File: src/rtl/mcash_arb.sv
// Three-channel request arbiter and in-order return router in front of the mcash cache.
// Define MCASH_ARB_FIXED_PRIO_EN for fixed priority (ch0 > ch1 > ch2) instead of round-robin.
module mcash_arb #(
    parameter int unsigned TAG_DEPTH = 8
) (
    input  logic         clk_i,
    input  logic         rst_i,

    input  logic         mcash_ch0_req_valid_i,
    output logic         mcash_ch0_req_allowIn_o,
    input  logic [2:0]   mcash_ch0_req_op_i,
    input  logic [27:0]  mcash_ch0_req_addr_i,
    input  logic [127:0] mcash_ch0_req_data_i,
    output logic         mcash_ch0_rtn_valid_o,
    input  logic         mcash_ch0_rtn_ready_i,
    output logic [127:0] mcash_ch0_rtn_data_o,

    input  logic         mcash_ch1_req_valid_i,
    output logic         mcash_ch1_req_allowIn_o,
    input  logic [2:0]   mcash_ch1_req_op_i,
    input  logic [27:0]  mcash_ch1_req_addr_i,
    input  logic [127:0] mcash_ch1_req_data_i,
    output logic         mcash_ch1_rtn_valid_o,
    input  logic         mcash_ch1_rtn_ready_i,
    output logic [127:0] mcash_ch1_rtn_data_o,

    input  logic         mcash_ch2_req_valid_i,
    output logic         mcash_ch2_req_allowIn_o,
    input  logic [2:0]   mcash_ch2_req_op_i,
    input  logic [27:0]  mcash_ch2_req_addr_i,
    input  logic [127:0] mcash_ch2_req_data_i,
    output logic         mcash_ch2_rtn_valid_o,
    input  logic         mcash_ch2_rtn_ready_i,
    output logic [127:0] mcash_ch2_rtn_data_o,

    output logic         arb_req_valid_o,
    input  logic         arb_req_allowIn_i,
    output logic [2:0]   arb_req_op_o,
    output logic [27:0]  arb_req_addr_o,
    output logic [127:0] arb_req_data_o,
    output logic [1:0]   arb_req_ch_o,

    input  logic         arb_rtn_valid_i,
    output logic         arb_rtn_ready_o,
    input  logic [127:0] arb_rtn_data_i
);

    localparam int unsigned PW = $clog2(TAG_DEPTH);
    localparam int unsigned CW = PW + 1;
    localparam logic [CW-1:0] FullCnt = CW'(TAG_DEPTH);

    // Bit 3 pads the vectors so a 2-bit channel index never falls outside them.
    logic [3:0] valid_v;
    logic [3:0] rtn_ready_v;
    assign valid_v     = {1'b0, mcash_ch2_req_valid_i, mcash_ch1_req_valid_i,
                          mcash_ch0_req_valid_i};
    assign rtn_ready_v = {1'b0, mcash_ch2_rtn_ready_i, mcash_ch1_rtn_ready_i,
                          mcash_ch0_rtn_ready_i};

    logic           req_valid_q, req_valid_d;
    logic [2:0]     req_op_q, req_op_d;
    logic [27:0]    req_addr_q, req_addr_d;
    logic [127:0]   req_data_q, req_data_d;
    logic [1:0]     req_ch_q, req_ch_d;

    logic [1:0]     tag_mem_q [TAG_DEPTH];
    logic [PW-1:0]  wr_ptr_q, rd_ptr_q;
    logic [CW-1:0]  tag_cnt_q, tag_cnt_d;

    logic [1:0]     cand0, cand1, cand2;
    logic           win_valid;
    logic [1:0]     win_ch;
    logic [2:0]     win_op;
    logic [27:0]    win_addr;
    logic [127:0]   win_data;
    logic           free, room, accept, pop, tag_nempty;
    logic [1:0]     head;

`ifdef MCASH_ARB_FIXED_PRIO_EN
    assign cand0 = 2'd0;
    assign cand1 = 2'd1;
    assign cand2 = 2'd2;
`else
    logic [1:0] rr_q, rr_d;

    always_comb begin
        case (rr_q)
            2'd0: begin cand0 = 2'd1; cand1 = 2'd2; cand2 = 2'd0; end
            2'd1: begin cand0 = 2'd2; cand1 = 2'd0; cand2 = 2'd1; end
            default: begin cand0 = 2'd0; cand1 = 2'd1; cand2 = 2'd2; end
        endcase
    end

    assign rr_d = accept ? win_ch : rr_q;

    always_ff @(posedge clk_i or posedge rst_i) begin
        if (rst_i) begin
            rr_q <= 2'd2;
        end else begin
            rr_q <= rr_d;
        end
    end
`endif

    always_comb begin
        win_valid = 1'b1;
        win_ch    = 2'd0;
        if (valid_v[cand0]) begin
            win_ch = cand0;
        end else if (valid_v[cand1]) begin
            win_ch = cand1;
        end else if (valid_v[cand2]) begin
            win_ch = cand2;
        end else begin
            win_valid = 1'b0;
        end
    end

    always_comb begin
        case (win_ch)
            2'd1: begin
                win_op = mcash_ch1_req_op_i; win_addr = mcash_ch1_req_addr_i;
                win_data = mcash_ch1_req_data_i;
            end
            2'd2: begin
                win_op = mcash_ch2_req_op_i; win_addr = mcash_ch2_req_addr_i;
                win_data = mcash_ch2_req_data_i;
            end
            default: begin
                win_op = mcash_ch0_req_op_i; win_addr = mcash_ch0_req_addr_i;
                win_data = mcash_ch0_req_data_i;
            end
        endcase
    end

    assign free   = ~req_valid_q | arb_req_allowIn_i;
    assign room   = (tag_cnt_q != FullCnt);
    // Reset gating keeps allowIn low while rst_i is held, even though state already looks idle.
    assign accept = win_valid & free & room & ~rst_i;

    assign mcash_ch0_req_allowIn_o = accept & (win_ch == 2'd0);
    assign mcash_ch1_req_allowIn_o = accept & (win_ch == 2'd1);
    assign mcash_ch2_req_allowIn_o = accept & (win_ch == 2'd2);

    always_comb begin
        req_valid_d = req_valid_q;
        req_op_d    = req_op_q;
        req_addr_d  = req_addr_q;
        req_data_d  = req_data_q;
        req_ch_d    = req_ch_q;
        if (accept) begin
            req_valid_d = 1'b1;
            req_op_d    = win_op;
            req_addr_d  = win_addr;
            req_data_d  = win_data;
            req_ch_d    = win_ch;
        end else if (req_valid_q && arb_req_allowIn_i) begin
            req_valid_d = 1'b0;
        end
    end

    always_ff @(posedge clk_i or posedge rst_i) begin
        if (rst_i) begin
            req_valid_q <= 1'b0;
            req_op_q    <= '0;
            req_addr_q  <= '0;
            req_data_q  <= '0;
            req_ch_q    <= '0;
        end else begin
            req_valid_q <= req_valid_d;
            req_op_q    <= req_op_d;
            req_addr_q  <= req_addr_d;
            req_data_q  <= req_data_d;
            req_ch_q    <= req_ch_d;
        end
    end

    assign arb_req_valid_o = req_valid_q;
    assign arb_req_op_o    = req_op_q;
    assign arb_req_addr_o  = req_addr_q;
    assign arb_req_data_o  = req_data_q;
    assign arb_req_ch_o    = req_ch_q;

    assign tag_nempty      = (tag_cnt_q != '0);
    assign head            = tag_mem_q[rd_ptr_q];
    assign arb_rtn_ready_o = tag_nempty & rtn_ready_v[head];
    assign pop             = arb_rtn_valid_i & arb_rtn_ready_o;

    assign mcash_ch0_rtn_valid_o = arb_rtn_valid_i & tag_nempty & (head == 2'd0);
    assign mcash_ch1_rtn_valid_o = arb_rtn_valid_i & tag_nempty & (head == 2'd1);
    assign mcash_ch2_rtn_valid_o = arb_rtn_valid_i & tag_nempty & (head == 2'd2);
    assign mcash_ch0_rtn_data_o  = arb_rtn_data_i;
    assign mcash_ch1_rtn_data_o  = arb_rtn_data_i;
    assign mcash_ch2_rtn_data_o  = arb_rtn_data_i;

    always_comb begin
        tag_cnt_d = tag_cnt_q;
        case ({accept, pop})
            2'b10:   tag_cnt_d = tag_cnt_q + 1'b1;
            2'b01:   tag_cnt_d = tag_cnt_q - 1'b1;
            default: tag_cnt_d = tag_cnt_q;
        endcase
    end

    always_ff @(posedge clk_i or posedge rst_i) begin
        if (rst_i) begin
            wr_ptr_q  <= '0;
            rd_ptr_q  <= '0;
            tag_cnt_q <= '0;
            for (int i = 0; i < int'(TAG_DEPTH); i++) begin
                tag_mem_q[i] <= '0;
            end
        end else begin
            tag_cnt_q <= tag_cnt_d;
            if (accept) begin
                tag_mem_q[wr_ptr_q] <= win_ch;
                wr_ptr_q            <= wr_ptr_q + 1'b1;
            end
            if (pop) begin
                rd_ptr_q <= rd_ptr_q + 1'b1;
            end
        end
    end

endmodule

File: config.mk
export PLATFORM = sky130hd
export DESIGN_NAME = mcash_arb
export DESIGN_NICKNAME = d
export VERILOG_FILES = /design/src/rtl/mcash_arb.sv
export SDC_FILE = /design/constraint.sdc
export NUM_CORES = 1
export LEC_CHECK = 0
export BUFFER_PORTS_ARGS = -buffer_cell sky130_fd_sc_hd__buf_2
export CAP_MARGIN = 10
export CORE_AREA = 3 3 451 453
export CTS_CLUSTER_DIAMETER = 30
export DETAILED_ROUTE_END_ITERATION = 16
export DIE_AREA = 0 0 454 456
export GPL_ROUTABILITY_DRIVEN = 0
export HOLD_SLACK_MARGIN = 0.06
export MAX_ROUTING_LAYER = met4
export SYNTH_ARGS = -nofsm -noshare
export SYNTH_HDL_FRONTEND = slang
export SYNTH_SLANG_ARGS = --single-unit
export TNS_END_PERCENT = 50
File: constraint.sdc
create_clock -name clk_i -period 7.4 [get_ports clk_i]
set_input_delay 1.48 -clock clk_i [delete_from_list [all_inputs] [get_ports clk_i]]
set_output_delay 1.48 -clock clk_i [all_outputs]
set_load 0.03 [all_outputs]
# Yosys cells after proc, flatten, opt, wreduce, memory -nomap -nowiden

Cells that the tools add are included.

Add/subtract/negate cells: 4
Magnitude comparators: 7
Equality and inequality tests: 8
Mux-type cells: 29
Bitwise logic cells: 17
Reduce and logical (&&, ||, !) cells: 8

Operator list:

| operator                                                                      | count |
|---|---|
| 128-bit one-hot mux with 2 select lines                                       | 1 |
| 28-bit one-hot mux with 2 select lines                                        | 1 |
| 16-bit bitwise mux                                                            | 1 |
| 1-bit bitwise AND                                                             | 12 |
| 2-bit by 3-bit less-than comparator with 1-bit output (second input constant) | 4 |
| 2-bit two-way mux                                                             | 6 |
| 2-bit one-hot mux with 2 select lines                                         | 3 |
| 1-bit two-way mux                                                             | 9 |
| 1-bit binary-select mux with 2-bit select                                     | 4 |
| 2-bit by 1-bit == test with 1-bit output (second input constant)              | 4 |
| 4-bit greater-or-equal comparator (second input constant)                     | 2 |
| 3-bit inverter with 4-bit output                                              | 2 |
| 4-bit one-hot mux with 2 select lines                                         | 1 |
| 3-bit by 1-bit adder with 3-bit output (second input constant)                | 2 |
| 2-bit binary-select mux with 3-bit select                                     | 1 |
| 2-bit demux with 3-bit select                                                 | 1 |
| 2-bit == test (second input constant)                                         | 3 |
| 2-bit logical NOT                                                             | 3 |
| 3-bit one-hot mux with 2 select lines                                         | 1 |
| 4-bit by 1-bit adder with 4-bit output (second input constant)                | 1 |
| 4-bit by 1-bit less-than comparator with 1-bit output (second input constant) | 1 |
| 4-bit != test (second input constant)                                         | 1 |
| 2-bit nonzero test                                                            | 2 |
| 4-bit nonzero test                                                            | 1 |
| 4 further kinds                                                               | 6 |

Bits in registers: 190
Bits of input ports: 615
Word-level logic and storage cells: 90

# Depth between registers and ports, before layout

Depth in word-level cells: 12
Mapped depth: 13
Depth with buffers taken out: 12

# Worst setup path after synthesis

OpenSTA, ideal clock, no wires.

Path type: input port to output port
Start: input port mcash_ch1_req_valid_i
End: output port mcash_ch1_req_allowIn_o
Arrival: 3.139 ns
Slack: 2.781 ns
Stages on the path: 7
Buffers on the path: 3
Cell sequence: a21oi_1 -> o21ai_1 -> ha_1 -> clkbuf_1 -> clkbuf_1 -> clkbuf_1 -> and2_1

Word-level cells in the longest chain between the ends: 9

Ends and longest elaborated chain:

| element                                   | line | source |
|---|---|---|
| start: declaration                        | 18   | `input logic mcash_ch1_req_valid_i,` |
| 1-bit binary-select mux with 2-bit select | 112  | `end else if (valid_v[cand2]) begin` |
| 1-bit two-way mux (not written as such)   | 112  |  |
| 1-bit two-way mux                         | 112  |  |
| 1-bit two-way mux                         | 110  | `end else if (valid_v[cand1]) begin` |
| 1-bit two-way mux                         | 108  | `if (valid_v[cand0]) begin` |
| 1-bit bitwise AND (3 in a row)            | 139  | `assign accept = win_valid & free & room & ~rst_i;` |
| 1-bit bitwise AND *                       | 142  | `assign mcash_ch1_req_allowIn_o = accept & (win_ch == 2'd1);` |
| end: declaration                          | 19   | `output logic mcash_ch1_req_allowIn_o,` |

Mark *: on every way between the ends. The rest lies on a longest branch, timed or not. The select of a mux whose other input is x is not followed.

# Worst setup path in the final report

Ends and elaborated chain as after synthesis.

==> impl_metrics.tcl <==
set metrics [dict create \
    crit_type "in -> out" \
    grt_pass1_wl_mm 161 \
    power.share.switching 0.552 \
    cts_setup_buffers 0 \
    io_pins 1168 \
    leakage_nw 7.31 \
    multiInputGateArea_um2 5070 \
    cts_tree "done" \
    fmax_mhz 196 \
    cpMostUsedCell "buf_2" \
    syn_avg_cell_area_um2 8.07 \
    crit_path_start_kind "input pin" \
    cp_cell_sequence "buf_2 > a21oi_1 > o21ai_1 > ha_4 > and2_1 > buf_2" \
    grt_usage 0.128 \
    drc 0 \
    finalMaxSlewViolations 0 \
    totalWireLength_mm 134 \
    core_area_um2 200000 \
    worstHoldPathType "reg -> reg" \
    chipHeight_um 456 \
    die_w_um 454 \
    p_sw_w 0.00371 \
    cts-root-buf "clkbuf_16" \
    overflow 0 \
    hold_viol_final 0 \
    ys_seq_area_frac 0.359 \
    num_rows 164 \
    max-vdd-ir-drop_v 0.000171 \
    tns_ns 0 \
    synth_cells 1634 \
    drive_above_1_share 0.397 \
    port_buffers 655 \
    status "completed" \
    place_area_um2 16600 \
    async_reset_ff_frac 1.00 \
    via_count 13314 \
    synth_flop_cell "dfrtp_1" \
    ant_nets 0 \
    syn2layout_area_growth_pct 31.8 \
    ctsLongestPathBuffers 2 \
    slew_headroom 0.165 \
    hold_buffers 0 \
    wl_per_cell_um 29.4 \
    fin_nets 2444 \
    p_comb_frac 0.573 \
    ys_types 50 \
    critPathMaxStageDelay_ns 0.74 \
    hpwl_mm 118 \
    first_pass_iters 6 \
    p_per_area_nw_per_um2 387 \
    seq_power_share 0.280 \
    skew_ns 0.0278 \
    finalCriticalPeriod_ns 5.11 \
    synth_nets 2258 \
    worstMarginPinSlew_ns 1.25 \
    cts.clk_slew.worst_paths_ns 0.07 \
    synth_seq_cells 189 \
    dieArea_um2 207000 \
    cts_sinks 189 \
    initial_core_util 0.0660 \
    synth_edf_count 0 \
    antenna_found_initial 132 \
    netlist.area_leader.share 0.357 \
    fin_area_um2 17400 \
    setup_viol 0 \
    fin_util 0.0870 \
    critPathCaptureType "primary output" \
    cts_resized 0 \
    yosys_warnings 0 \
    crit_arrival_ns 3.63 \
    viasPerCell 2.91 \
    rsz0062_at_grt "no" \
    drt_iter0_drc 1463 \
    p_int_w 0.00301 \
    clk_latency_ns 0.53 \
    slowest_stage "ha_4" \
    fillers 23378 \
    drv_cap 0 \
    synthTopCellsByArea "dfrtp_1, buf_4, o21ai_0" \
    yosysTopAreaCell "dfrtp_1" \
    fin_crit_sh 0.690 \
    syn_area_um2 13200 \
    grt_start_max_net_pins 160 \
    cp.required_ns 5.92 \
    grt_pass1_vias 12474 \
    worst-path-max-fanout 47 \
    seqCellArea_um2 4730 \
    htreeDepth 4 \
    cts_buffers 17 \
    clock_power_share 0.147 \
]
==> worst max-delay path, delay by kind of cell <==
| family | cells | cell delay, ns |
|---|---|---|
| simple gates | 1 | 0.25 |
| buf+inv | 2 | 0.36 |
| compound gates | 2 | 0.72 |
| fa+ha+maj | 1 | 0.74 |
==> cell type report <==
class | count | area share
diodes | 85 | 0.0122
repair buffers | 668 | 0.196
inverters | 14 | 0.00389
well taps | 2656 | 0.191
clock buffers | 17 | 0.0245
clock inverters | 13 | 0.00771
flip-flops and latches | 189 | 0.272
multi-input cells | 930 | 0.292
==> worst paths after layout <==
| path | start | to | slack (ns) | cells after the start |
|---|---|---|---|---|
| worst max-delay path | mcash_ch1_req_valid_i | mcash_ch1_req_allowIn_o | 2.29 | 6 |
| worst min register to register | arb_req_data_o[30]$_DFFE_PP0P_ | arb_req_data_o[30]$_DFFE_PP0P_ | 0.48 | 2 |
| worst min-delay path | arb_req_data_o[30]$_DFFE_PP0P_ | arb_req_data_o[30]$_DFFE_PP0P_ | 0.48 | 2 |
| worst max register to register | rr_q[1]$_DFFE_PP1P_ | arb_req_data_o[116]$_DFFE_PP0P_ | 3.32 | 9 |
| min in group asynchronous | rst_i | arb_req_data_o[97]$_DFFE_PP0P_ | 1.19 | 2 |
| max in group asynchronous | rst_i | arb_req_data_o[115]$_DFFE_PP0P_ | 4.64 | 3 |
==> cell usage after synthesis, types with 3 or more instances <==
library cell,number
a21oi_1,5
a22oi_1,159
and2_1,3
buf_1,7
buf_2,17
buf_4,388
clkbuf_1,87
dfrtp_1,188
ha_1,8
inv_1,13
mux2_2,11
mux2i_1,5
nand2_1,344
nand3_1,3
nor2_1,8
nor3_1,4
nor3_2,3
o21ai_0,333
xnor2_1,4
==> cells in the final DEF, fill, tap and decap left out, types with 4 or more instances in the layout <==
master     instances
buf_2            655
nand2_1          344
o21ai_0          333
dfrtp_1          188
a22oi_1          159
diode_2           85
clkbuf_16         17
inv_1             12
mux2_2            11
buf_4             10
nor2_1             8
a21oi_1            5
mux2i_1            5
ha_1               5
inv_6              5
nor3_1             4
xnor2_1            4
==> logic make-up (layout without fill, tap and decap cells) <==
| logic type | after synthesis | in the layout | share of synthesized area |
|---|---|---|---|
| and+or+nand+nor | 383 | 383 | 0.119 |
| AOI/OAI and AO/OA | 511 | 511 | 0.230 |
| buffers and inverters | 515 | 712 | 0.260 |
| muxes | 21 | 21 | 0.0195 |
| adders and majority gates | 9 | 9 | 0.00911 |
| other | 0 | 85 | 0 |
| xor gates and xnor gates | 6 | 6 | 0.00399 |
| DFF | 189 | 189 | 0.359 |
==> metal layers <==
layer / wire (µm) / track usage / vias up / share of wire
met3: 20500 / 0.0841 / 257 / 0.15
met1: 42400 / 0.118 / 6290 / 0.32
met4: 4360 / 0.0437 / 0 / 0.032
met5: 0 / - / - / 0
met2: 67000 / 0.214 / 1109 / 0.50
li1: - / - / 5658 / -
==> power by group through the flow <==
stage / registers (W) / clock network (W) / logic, W
3_3_place_gp: 0.00187 / 0 / 0.00396
3_5_place_dp: 0.00190 / 0 / 0.00397
2_1_floorplan: 0.00261 / 0 / 0.00193
6_report: 0.00188 / 0.000991 / 0.00385
4_1_cts: 0.00188 / 0.00105 / 0.00397
5_1_grt: 0.00194 / 0.00107 / 0.00419
==> stage by stage <==
step | instances | hold WS [ns] | total power, W | worst slack, ns
after floorplan | 1634 | 0.444 | 0.00454 | 0.780
after global placement | 4457 | 0.460 | 0.00583 | 2.11
after detailed placement | 4457 | 0.465 | 0.00586 | 2.19
after CTS | 4487 | 0.482 | 0.00690 | 2.30
after global routing | 4566 | 0.496 | 0.00720 | 2.15
final | 4572 | 0.480 | 0.00672 | 2.29
==> registers in the layout, summed over array words and instances (netlist names), 2 cells and up <==
| name | count |
|---|---|
| rd_ptr_q | 3 |
| arb_req_op_o | 3 |
| tag_cnt_q | 4 |
| arb_req_addr_o | 28 |
| rr_q | 2 |
| tag_mem_q | 16 |
| arb_req_data_o | 128 |
| wr_ptr_q | 3 |
Power figures use the tool's default switching activity.
